--- config.mk ---
export PLATFORM = sky130hd
export DESIGN_NAME = l2_maintenance_sequencer
export DESIGN_NICKNAME = d
export VERILOG_FILES = /design/src/rtl/l2_maintenance_sequencer.sv
export SDC_FILE = /design/constraint.sdc
export NUM_CORES = 1
export LEC_CHECK = 0
export ABC_CLOCK_PERIOD_IN_PS = 2600
export CAP_MARGIN = 5
export CORE_MARGIN = 5
export CORE_UTILIZATION = 35
export DETAILED_ROUTE_END_ITERATION = 10
export REMOVE_ABC_BUFFERS = 1
export SLEW_MARGIN = 5
export SYNTH_ARGS = -nofsm -noshare
export SYNTH_HDL_FRONTEND = slang
export SYNTH_SLANG_ARGS = --single-unit
--- constraint.sdc ---
create_clock -name clk -period 2.6 [get_ports clk]
set_input_delay 0.26 -clock clk [delete_from_list [all_inputs] [get_ports clk]]
set_output_delay 0.26 -clock clk [all_outputs]
set_load 0.02 [all_outputs]
--- src/rtl/l2_maintenance_sequencer.sv ---
// L2 maintenance sequencer: walks every (set, way) pair of the cache, or of an inclusive set
// range when L2_MAINT_RANGE_EN is defined, and issues one flush/invalidate request per pair.
module l2_maintenance_sequencer #(
  parameter int NUM_SETS        = 256,
  parameter int NUM_WAYS        = 8,
  parameter int MAX_OUTSTANDING = 4,
  localparam int SET_BITS       = $clog2(NUM_SETS),
  localparam int WAY_BITS       = $clog2(NUM_WAYS)
) (
  input  logic                clk,
  input  logic                reset,
  input  logic                cmd_valid,
  output logic                cmd_ready,
  input  logic [1:0]          cmd_op,
`ifdef L2_MAINT_RANGE_EN
  input  logic [SET_BITS-1:0] cmd_first_set,
  input  logic [SET_BITS-1:0] cmd_last_set,
`endif
  output logic                mreq_valid,
  output logic [1:0]          mreq_op,
  output logic [SET_BITS-1:0] mreq_set,
  output logic [WAY_BITS-1:0] mreq_way,
  input  logic                mreq_ready,
  input  logic                mreq_ack,
  output logic                busy,
  output logic                done,
  output logic                ack_err
);

  localparam logic [1:0] ST_IDLE  = 2'd0;
  localparam logic [1:0] ST_ISSUE = 2'd1;
  localparam logic [1:0] ST_DRAIN = 2'd2;
  localparam logic [1:0] ST_DONE  = 2'd3;

  localparam logic [1:0]          OP_RESERVED = 2'd3;
  localparam logic [3:0]          MAX_CNT     = 4'(MAX_OUTSTANDING);
  localparam logic [WAY_BITS-1:0] LAST_WAY    = WAY_BITS'(NUM_WAYS - 1);
  localparam logic [SET_BITS-1:0] TOP_SET     = SET_BITS'(NUM_SETS - 1);

  logic [1:0]          state, state_n;
  logic [3:0]          out_cnt, cnt_n;
  logic [1:0]          op_q;
  logic [SET_BITS-1:0] set_q;
  logic [WAY_BITS-1:0] way_q;
  logic [SET_BITS-1:0] first_set_in;
  logic [SET_BITS-1:0] last_set;
  logic                empty_cmd;

`ifdef L2_MAINT_RANGE_EN
  logic [SET_BITS-1:0] last_set_q;

  assign first_set_in = cmd_first_set;
  assign last_set     = last_set_q;
  assign empty_cmd    = (cmd_op == OP_RESERVED) || (cmd_first_set > cmd_last_set);
`else
  assign first_set_in = '0;
  assign last_set     = TOP_SET;
  assign empty_cmd    = (cmd_op == OP_RESERVED);
`endif

  logic accept, xfer, ack_ok, ack_bad, last_pair;

  assign accept    = (state == ST_IDLE) && cmd_valid;
  assign xfer      = mreq_valid && mreq_ready;
  assign ack_ok    = mreq_ack && (out_cnt != 4'd0);
  assign ack_bad   = mreq_ack && (out_cnt == 4'd0);
  assign last_pair = (set_q == last_set) && (way_q == LAST_WAY);

  assign mreq_op  = op_q;
  assign mreq_set = set_q;
  assign mreq_way = way_q;

  // NOTE: every variable driven here gets a default first, so no path can infer a latch.
  always_comb begin
    cnt_n = out_cnt;
    if (xfer && !ack_ok)
      cnt_n = out_cnt + 4'd1;
    else if (!xfer && ack_ok)
      cnt_n = out_cnt - 4'd1;

    state_n = state;
    case (state)
      ST_IDLE:  if (cmd_valid) state_n = empty_cmd ? ST_DONE : ST_ISSUE;
      ST_ISSUE: if (xfer && last_pair) state_n = ST_DRAIN;
      // Using the next count lets done follow the final ack by exactly one cycle.
      ST_DRAIN: if (cnt_n == 4'd0) state_n = ST_DONE;
      default:  state_n = ST_IDLE;
    endcase
  end

  // Outputs are registered from next-state values, so they decode the state they belong to.
  // NOTE: sequential state uses non-blocking assignments so every register samples pre-edge values.
  always_ff @(posedge clk) begin
    if (!reset) begin
      state      <= ST_IDLE;
      out_cnt    <= 4'd0;
      op_q       <= 2'd0;
      set_q      <= '0;
      way_q      <= '0;
`ifdef L2_MAINT_RANGE_EN
      last_set_q <= '0;
`endif
      cmd_ready  <= 1'b1;
      busy       <= 1'b0;
      done       <= 1'b0;
      mreq_valid <= 1'b0;
      ack_err    <= 1'b0;
    end else begin
      state      <= state_n;
      out_cnt    <= cnt_n;
      cmd_ready  <= (state_n == ST_IDLE);
      busy       <= (state_n != ST_IDLE);
      done       <= (state_n == ST_DONE);
      mreq_valid <= (state_n == ST_ISSUE) && (cnt_n < MAX_CNT);

      if (accept) begin
        op_q       <= cmd_op;
        set_q      <= first_set_in;
        way_q      <= '0;
`ifdef L2_MAINT_RANGE_EN
        last_set_q <= cmd_last_set;
`endif
      end else if (xfer && !last_pair) begin
        if (way_q == LAST_WAY) begin
          way_q <= '0;
          set_q <= set_q + SET_BITS'(1);
        end else begin
          way_q <= way_q + WAY_BITS'(1);
        end
      end

      // A spurious ack in the acceptance cycle still reports, so set wins over clear.
      if (ack_bad)
        ack_err <= 1'b1;
      else if (accept)
        ack_err <= 1'b0;
    end
  end

endmodule
# [Word-level counts from Yosys, hierarchy flattened]
# Cells that the tools add are included.
[classes] n_addsub=4 order_cmp=1 eq_ne=7 mux=10 bitwise=1 reduce_logical=22
[op_table] operator="logical AND 1 bit" n=10
[op_table] operator="adder 8 x 1 -> 8 bit (second input constant)" n=1
[op_table] operator="== test 8 bit (second input constant)" n=1
[op_table] operator="logical NOT 4 bit" n=2
[op_table] operator="two-way mux 2 bit" n=4
[op_table] operator="two-way mux 4 bit" n=2
[op_table] operator="== test 2 bit (second input constant)" n=3
[op_table] operator="case mux 2 bit (3 select lines)" n=1
[op_table] operator="adder 4 x 1 -> 4 bit (second input constant)" n=1
[op_table] operator="== test 2 x 1 -> 1 bit (second input constant)" n=2
[op_table] operator="logical NOT 2 bit" n=2
[op_table] operator="< comparator 4 x 3 -> 1 bit (second input constant)" n=1
[op_table] operator="nonzero test 2 bit" n=2
[op_table] operator="nonzero test 4 bit" n=1
[op_table] operator="subtractor 4 x 1 -> 4 bit (second input constant)" n=1
[op_table] operator="adder 3 x 1 -> 3 bit (second input constant)" n=1
[op_table] operator="== test 3 bit (second input constant)" n=1
[op_table] operator="logical NOT 1 bit" n=3
[op_table] operator="two-way mux 3 bit" n=1
[op_table] operator="two-way mux 1 bit" n=2
[op_table] operator="AND reduction 2 bit" n=1
[op_table] operator="OR reduction 2 bit" n=1
[op_table] operator="inverter 1 bit" n=1
[word_totals] regBits=24 elab_cells=55

# [Depth between registers and ports, before layout]
# Gate-level depths: netlist of the first run.
[logic_depth] ltp_word=10 mapped_depth=7 depth_no_buf=7

# [Least setup slack after synthesis of the first run]
# Ideal clock, no wire load.
[synth_path] kind="register -> register" from="register out_cnt[0]" to="register done" setup_ns=0.122 t_arrival_ns=1.646 path_slack_ns=0.832 stages_incl_launch_ff=7 period_less_slack_ns=1.768 cell_sequence="dfxtp_1 -> inv_1 -> ha_1 -> or3b_2 -> a21o_2 -> a32oi_1 -> o21ai_1"
[synth_via] elab_chain_len=9 elab_cells_between_ends=13 cone_classes="add/sub (2); eq/ne (1); mux (4); reduce/logical (6)"
[synth_lines] item="from (decl)" line="41" text="logic [3:0] out_cnt, cnt_n;"
[synth_lines] item="from (signal assigned)" line="110" text="out_cnt <= cnt_n;"
[synth_lines] item="branches (longest 4 deep; another with subtractor 4 x 1 -> 4 bit)"
[synth_lines] item="two-way mux 4 bit *" line="76" text="if (xfer && !ack_ok)"
[synth_lines] item="logical NOT 4 bit *" line="86" text="ST_DRAIN: if (cnt_n == 4'd0) state_n = ST_DONE;"
[synth_lines] item="two-way mux 2 bit *" line="86"
[synth_lines] item="case mux 2 bit (3 select lines) *" line="82" text="case (state)"
[synth_lines] item="== test 2 bit *" line="113" text="done <= (state_n == ST_DONE);"
[synth_lines] item="to (signal assigned)" line="113"
[synth_lines] item="to (decl)" line="26" text="output logic done,"
# Every way passes the cells marked *.
# A chain may end at the register's enable or synchronous reset.

# [Worst setup path after layout of the first run]
[layout_path] from="register out_cnt[0]" to="register state[0]"
[layout_via] elab_chain_len=8 elab_cells_between_ends=12 cone_classes="add/sub (2); mux (4); reduce/logical (6)"
[layout_lines] item="branches (longest 4 deep; another with subtractor 4 x 1 -> 4 bit)"
[layout_lines] item="two-way mux 4 bit *" line="76"
[layout_lines] item="logical NOT 4 bit *" line="86"
[layout_lines] item="two-way mux 2 bit *" line="86"
[layout_lines] item="case mux 2 bit (3 select lines) *" line="82"
[layout_lines] item="to (signal assigned)" line="109" text="state <= state_n;"
[layout_lines] item="to (decl)" line="40" text="logic [1:0] state, state_n;"
# Marked as above.

==> results of run 1 <==
-- power by group through the flow --
stage               clock network [W]  registers, W  logic, W
floorplan                           0      0.000468  0.000203
global route                 0.000225      0.000460  0.000337
finish                       0.000199      0.000453  0.000302
global placement                    0      0.000460  0.000297
CTS                          0.000205      0.000453  0.000304
detailed placement                  0      0.000460  0.000303
-- kinds of logic after synthesis --
kind of cell	after synthesis	share of synthesized area (%)
adder cells (fa/ha/maj)	5	5.155
flip-flops	24	39.59
XOR/XNOR	7	5.052
AO/OA/AOI/OAI	18	11.55
buffers and inverters	8	4.123
AND/OR/NAND/NOR	61	27.84
multiplexers	8	6.701
-- critical path: stages (launching register included) --
cell and delay [ps]:
dfxtp_1 390, inv_1 120, ha_1 250, or3b_2 470
nand3_1 190, mux2i_1 110, a32oi_1 250, o21ai_1 110
-- metrics by stage --
stage / cells / setup slack [ps] / hold slack, ps / cell area (sq um) / utilization, %
after floorplan: 126 / 832.4 / 369.1 / 1175 / -
after global placement: 197 / 483.5 / 514.7 / 1480 / 44.36
after detailed placement: 197 / 434.2 / 512.7 / 1480 / 44.36
after CTS: 201 / 607.6 / 548.2 / 1516 / 45.44
after global routing: 201 / 454.1 / 571.4 / 1516 / 45.44
final: 201 / 594.6 / 546.1 / 1516 / 45.44
-- synthesized netlist by cell type (3+ instances only) --
library cell / number
a21oi_1: 3
dfxtp_1: 24
ha_1: 5
inv_1: 3
mux2i_1: 7
nand2_1: 11
nand3_1: 8
nand4_1: 4
nor2_1: 16
nor2b_1: 3
nor4_1: 3
xnor2_1: 3
xor2_1: 4
-- layout by cell type, fill, tap and decap left out, types with 3 or more instances in the layout --
cell,synthesis,final
nand2_1,11,11
nor2_1,16,16
mux2i_1,7,7
nor4_1,3,3
nand3_1,8,8
xnor2_1,3,3
ha_1,5,5
clkdlybuf4s50_1,0,24
clkbuf_4,0,3
dfxtp_1,24,24
inv_1,3,3
xor2_1,4,4
nor2b_1,3,3
a21oi_1,3,3
nand4_1,4,4
-- worst paths after layout --
path                        endpoint                     from  depth (start not counted)  slack (ps)
max              state[0]$_SDFF_PN0_    out_cnt[0]$_SDFF_PN0_                          7         590
min          mreq_op[1]$_SDFFE_PN0P_  mreq_op[1]$_SDFFE_PN0P_                          2         550
max reg2reg      state[0]$_SDFF_PN0_    out_cnt[0]$_SDFF_PN0_                          7         590
min reg2reg  mreq_op[1]$_SDFFE_PN0P_  mreq_op[1]$_SDFFE_PN0P_                          2         550
-- layout make-up --
type	count	area share (%)
repair buffers	25	16.34
well taps	46	3.795
inverters	3	0.7426
flip-flops and latches	24	31.68
clock buffers	4	2.393
multi-input cells	99	45.05
-- layer usage --
| layer | part of all wire, % | global-route usage, % | up-vias |
|---|---|---|---|
| li1 | - | - | 522 |
| met1 | 50 | 15.26 | 469 |
| met2 | 44 | 18.33 | 23 |
| met3 | 5.3 | 2.593 | 2 |
| met4 | 0.57 | 4.136 | 0 |
| met5 | 0 | 0 | - |
-- registers in the layout, indices dropped and copies added, names as in the netlist --
register and cells:
out_cnt 4, state 2, cmd_ready 1, ack_err 1, mreq_set 8, mreq_valid 1, busy 1, done 1
mreq_op 2, mreq_way 3
==> results.tsv, run 1 <==
metric	value	unit
final net count	168	
Synth area leaders	dfxtp_1, mux2i_1, ha_1	
CP Capture Type	flop	
GP Congestion	0.8170	
root buf cell	clkbuf_4	
global route overflow	0	
Rows	21	
sequential share of power	47.5	%
Area Overhead vs Synth	24.95	%
Core ar.	0.003337	sq mm
number of flops mapped to enable cells by yosys	0	
number of global-route vias before repair	963	
Final Setup Violations	0	
critical path data arrival time	2220	ps
Yosys cell types	44	
final wirelength	2477	microns
Routed Antenna Nets	0	
Crit Path Class	reg -> reg	
TritonCTS Buffers	3	
Pre-antenna DRT Iters	4	
# diodes	0	
Max-Cap Viols	0	
ys async rst share	0	%
Power Dens Cells	629.1	mW/mm^2
Starting Density	36.37	%
DRC Markers	0	
H-tree lvl count	1	
Clock Path Buffers	2	
VDD IR-drop max	0.4229	mV
Avg WL per Cell	12.32	microns
FILL cells	341	
logic gate share of total power	31.6	%
Final Hold Viols	0	
outcome	completed	
Avg Cell Area, Syn	9.265	sq um
switching power	0.0003171	W
Vias	1016	
slew of the pin with the lowest slew margin	388.1	ps
Yosys top cell area share	39.59	%
Worst slew margin	74.13	%
IO Count	25	
DRT iter0 DRCs	29	
clk_lat worst skew	310	ps
CTS tree	built	
Critical Path Fanout Max	6	
post-synthesis cell area	0.001214	sq mm
Critical Path Start Type	flop	
Lkg Pwr	0.5714	nW
I/O Buffers	24	
RSZ-0062 raised after global routing	false	
skew final	3.317	ps
fraction of layout cells with a size suffix above 1	10.32	%
Power, Total	0.0009541	W
pins over their slew limit	0	
min-delay worst type	reg -> reg	
post-layout minimum cycle time	2005	ps
footprint of the multi-input gates	683.2	sq um
vias per cell	5.055	
sequential fraction of the synthesis area	39.59	%
Setup Fix Bufs, Post-CTS	0	
clk sink count	24	
Int Power	0.0006369	W
worst path required time	2810	ps
FF+latch count, synth	24	
Yosys top cell by area	dfxtp_1	
register area	480.5	sq um
Die Width	68.89	microns
die area	0.004745	sq mm
Fmax	498.7	MHz
fraction of power spent switching nets	33.24	%
initial antenna violation count	0	
Synth warnings	0	
Synth Flop Type	dfxtp_1	
global-route usage over all layers	11.54	%
Post-CTS Resized	0	
Final TNS setup	0	ps
dpl hpwl	1892	microns
CTS Hold Bufs	0	
Clock transition at path regs	130	ps
Die Y	68.89	microns
largest net degree at the start of global routing	14	
first-pass GRT wire length	4229	microns
Clk pwr share	20.9	%
Mapped Cells	131	
fin crit share	77.13	%
Note: power is estimated with default switching activity, not from simulation.
==> run 2: changes to the inputs <==
Settings changed: ABC_CLOCK_PERIOD_IN_PS 2600 to 1940.
Clock period 2.6 ns to 1.94 ns, I/O delays scaled along.
==> results.tsv, run 2 (same netlist as run 1, synthesis figures left out) <==
metric	value	unit	change
min-delay src	cmd_op[1]		
IO Count	25		unchanged
Final Hold Viols	0		unchanged
pins over their slew limit	0		unchanged
Power, Total	0.001398	W	+47%
first-pass GRT wire length	4816	microns	+14%
logic gate share of total power	38.3	%	+6.7 points
Clock Path Buffers	2		unchanged
Inst Count DP	208		+5.6%
register area	481.7	sq um	+0.26%
root buf cell	clkbuf_4		
GP Congestion	0.7898		-3.3%
final wirelength	2706	microns	+9.2%
Core ar.	0.003337	sq mm	unchanged
Starting Density	36.37	%	unchanged
number of global-route vias before repair	1040		+8.0%
footprint of the multi-input gates	696.9	sq um	+2.0%
Crit Path Class	reg -> reg		
Max-Cap Viols	0		unchanged
switching power	0.0004588	W	+45%
VDD IR-drop max	0.5505	mV	+30%
outcome	completed		
Critical Path Fanout Max	6		unchanged
max reg flops	8		unchanged
Post-Layout Cell Count	212		+5.5%
Lkg Pwr	0.6268	nW	+9.7%
H-tree lvl count	1		unchanged
Fmax	543.8	MHz	+9.0%
Worst slew margin	73.48	%	-0.65 points
CTS tree	built		
I/O Buffers	24		unchanged
Power Dens Cells	866.3	mW/mm^2	+38%
Critical Path Start Type	flop		
Clock transition at path regs	130	ps	about the same
post-layout minimum cycle time	1839	ps	-166.4 ps
DRC Markers	0		unchanged
sequential share of power	42.5	%	-5.0 points
clk sink count	24		unchanged
global route overflow	0		unchanged
Worst setup startpoint	out_cnt[0]$_SDFF_PN0_		
CP Capture Type	flop		
Area Overhead vs Synth	32.99	%	
Pre-antenna DRT Iters	4		unchanged
fraction of layout cells with a size suffix above 1	18.67	%	+8.4 points
Rows	21		unchanged
TritonCTS Buffers	3		unchanged
vias per cell	5.024		-0.62%
most frequent cells in the layout	clkdlybuf4s50_1, dfxtp_1, nor2_1, buf_4, nand2_1		
commonest non-fill, non-tap cell in the layout	clkdlybuf4s50_1		
global-route usage over all layers	13.29	%	+1.8 points
FILL cells	341		unchanged
die area	0.004745	sq mm	unchanged
Die Y	68.89	microns	unchanged
largest net degree at the start of global routing	14		unchanged
final net count	179		+6.5%
min-delay worst type	in -> reg		
initial antenna violation count	0		unchanged
Vias	1065		+4.8%
Avg WL per Cell	12.76	microns	+3.6%
fin crit share	94.79	%	+18 points
DRT iter0 DRCs	35		+21%
dpl hpwl	2060	microns	+8.9%
clk_lat worst skew	310	ps	about the same
Clk pwr share	19.2	%	-1.7 points
critical path data arrival time	2100	ps	-120 ps
Final Setup Violations	0		unchanged
Int Power	0.0009393	W	+47%
# diodes	0		unchanged
Setup Fix Bufs, Post-CTS	0		unchanged
fraction of power spent switching nets	32.82	%	-0.42 points
worst path required time	2200	ps	-610 ps
skew final	1.750	ps	-1.567 ps
CTS Hold Bufs	0		unchanged
slew of the pin with the lowest slew margin	397.8	ps	+9.779 ps
r2r startpoint	out_cnt[0]$_SDFF_PN0_		
Die Width	68.89	microns	unchanged
Routed Antenna Nets	0		unchanged
==> run 2: cell count changes in the layout (fill, tap and decap cells not counted) <==
cell,before,now
dfxtp_1,24,23
ha_1,5,4
buf_4,1,12
mux2i_1,7,6
a32oi_1,2,1
ha_2,0,1
a32oi_2,0,1
mux2i_2,0,1
dfxtp_2,0,1
==> run 2: power groups by stage <==
stage / logic (W) / clock network [W] / registers [W]
after CTS: 0.000503 / 0.000280 / 0.000591
final: 0.000536 / 0.000268 / 0.000594
after global routing: 0.000591 / 0.000306 / 0.000603
after global placement: 0.000493 / 0 / 0.000600
after detailed placement: 0.000501 / 0 / 0.000602
after floorplan: 0.000272 / 0 / 0.000628
==> run 2: worst paths after layout <==
check	end	cells after the start	slack [ps]
setup / recovery	done$_SDFF_PN0_	7	100
hold / removal	mreq_op[1]$_SDFFE_PN0P_	3	520
setup reg to reg	done$_SDFF_PN0_	7	100
hold reg to reg	mreq_way[2]$_SDFFE_PP0P_	2	550
==> run 2: worst max-delay path, cell delays in order, from the launching register on <==
cell,delay [ps]
dfxtp_1,330
inv_1,90
ha_2,220
or3b_2,470
a21o_2,280
mux2i_2,170
a32oi_2,90
o21ai_1,140
==> run 2: per-layer routing <==
metal,track usage [%],part of all wire (%),vias up
met5,0,0,-
met4,3.893,1.0,0
met3,4.214,5.8,4
met2,19.52,45,28
met1,18.50,48,497
li1,-,-,536
==> run 2: through the flow <==
stage               setup TNS (ps)  instance area, sq um  utilization, %  worst slack, ps  hold slack [ps]
finish                           0                  1614           48.37            101.0            517.0
global route                -9.068                  1614           48.37           -9.068            508.5
CTS                              0                  1599           47.92            48.93            502.7
detailed placement          -148.8                  1563           46.83           -75.63            520.3
global placement            -45.15                  1563           46.83           -25.38            511.5
floorplan                        0                  1175               -            172.4            303.1
==> run 2: final cells by class <==
cell class	count	area share [%]
well taps	46	3.566
clock buffers	4	2.248
flip-flops and latches	24	29.84
repair buffers	36	20.47
multi-input cells	99	43.18
inverters	3	0.6977
==> run 2: repair_timing <==
action,4_1_cts,5_1_grt
hold endpoints to repair,0,0
gates resized for setup,0,4
endpoints found under the setup margin,0,2
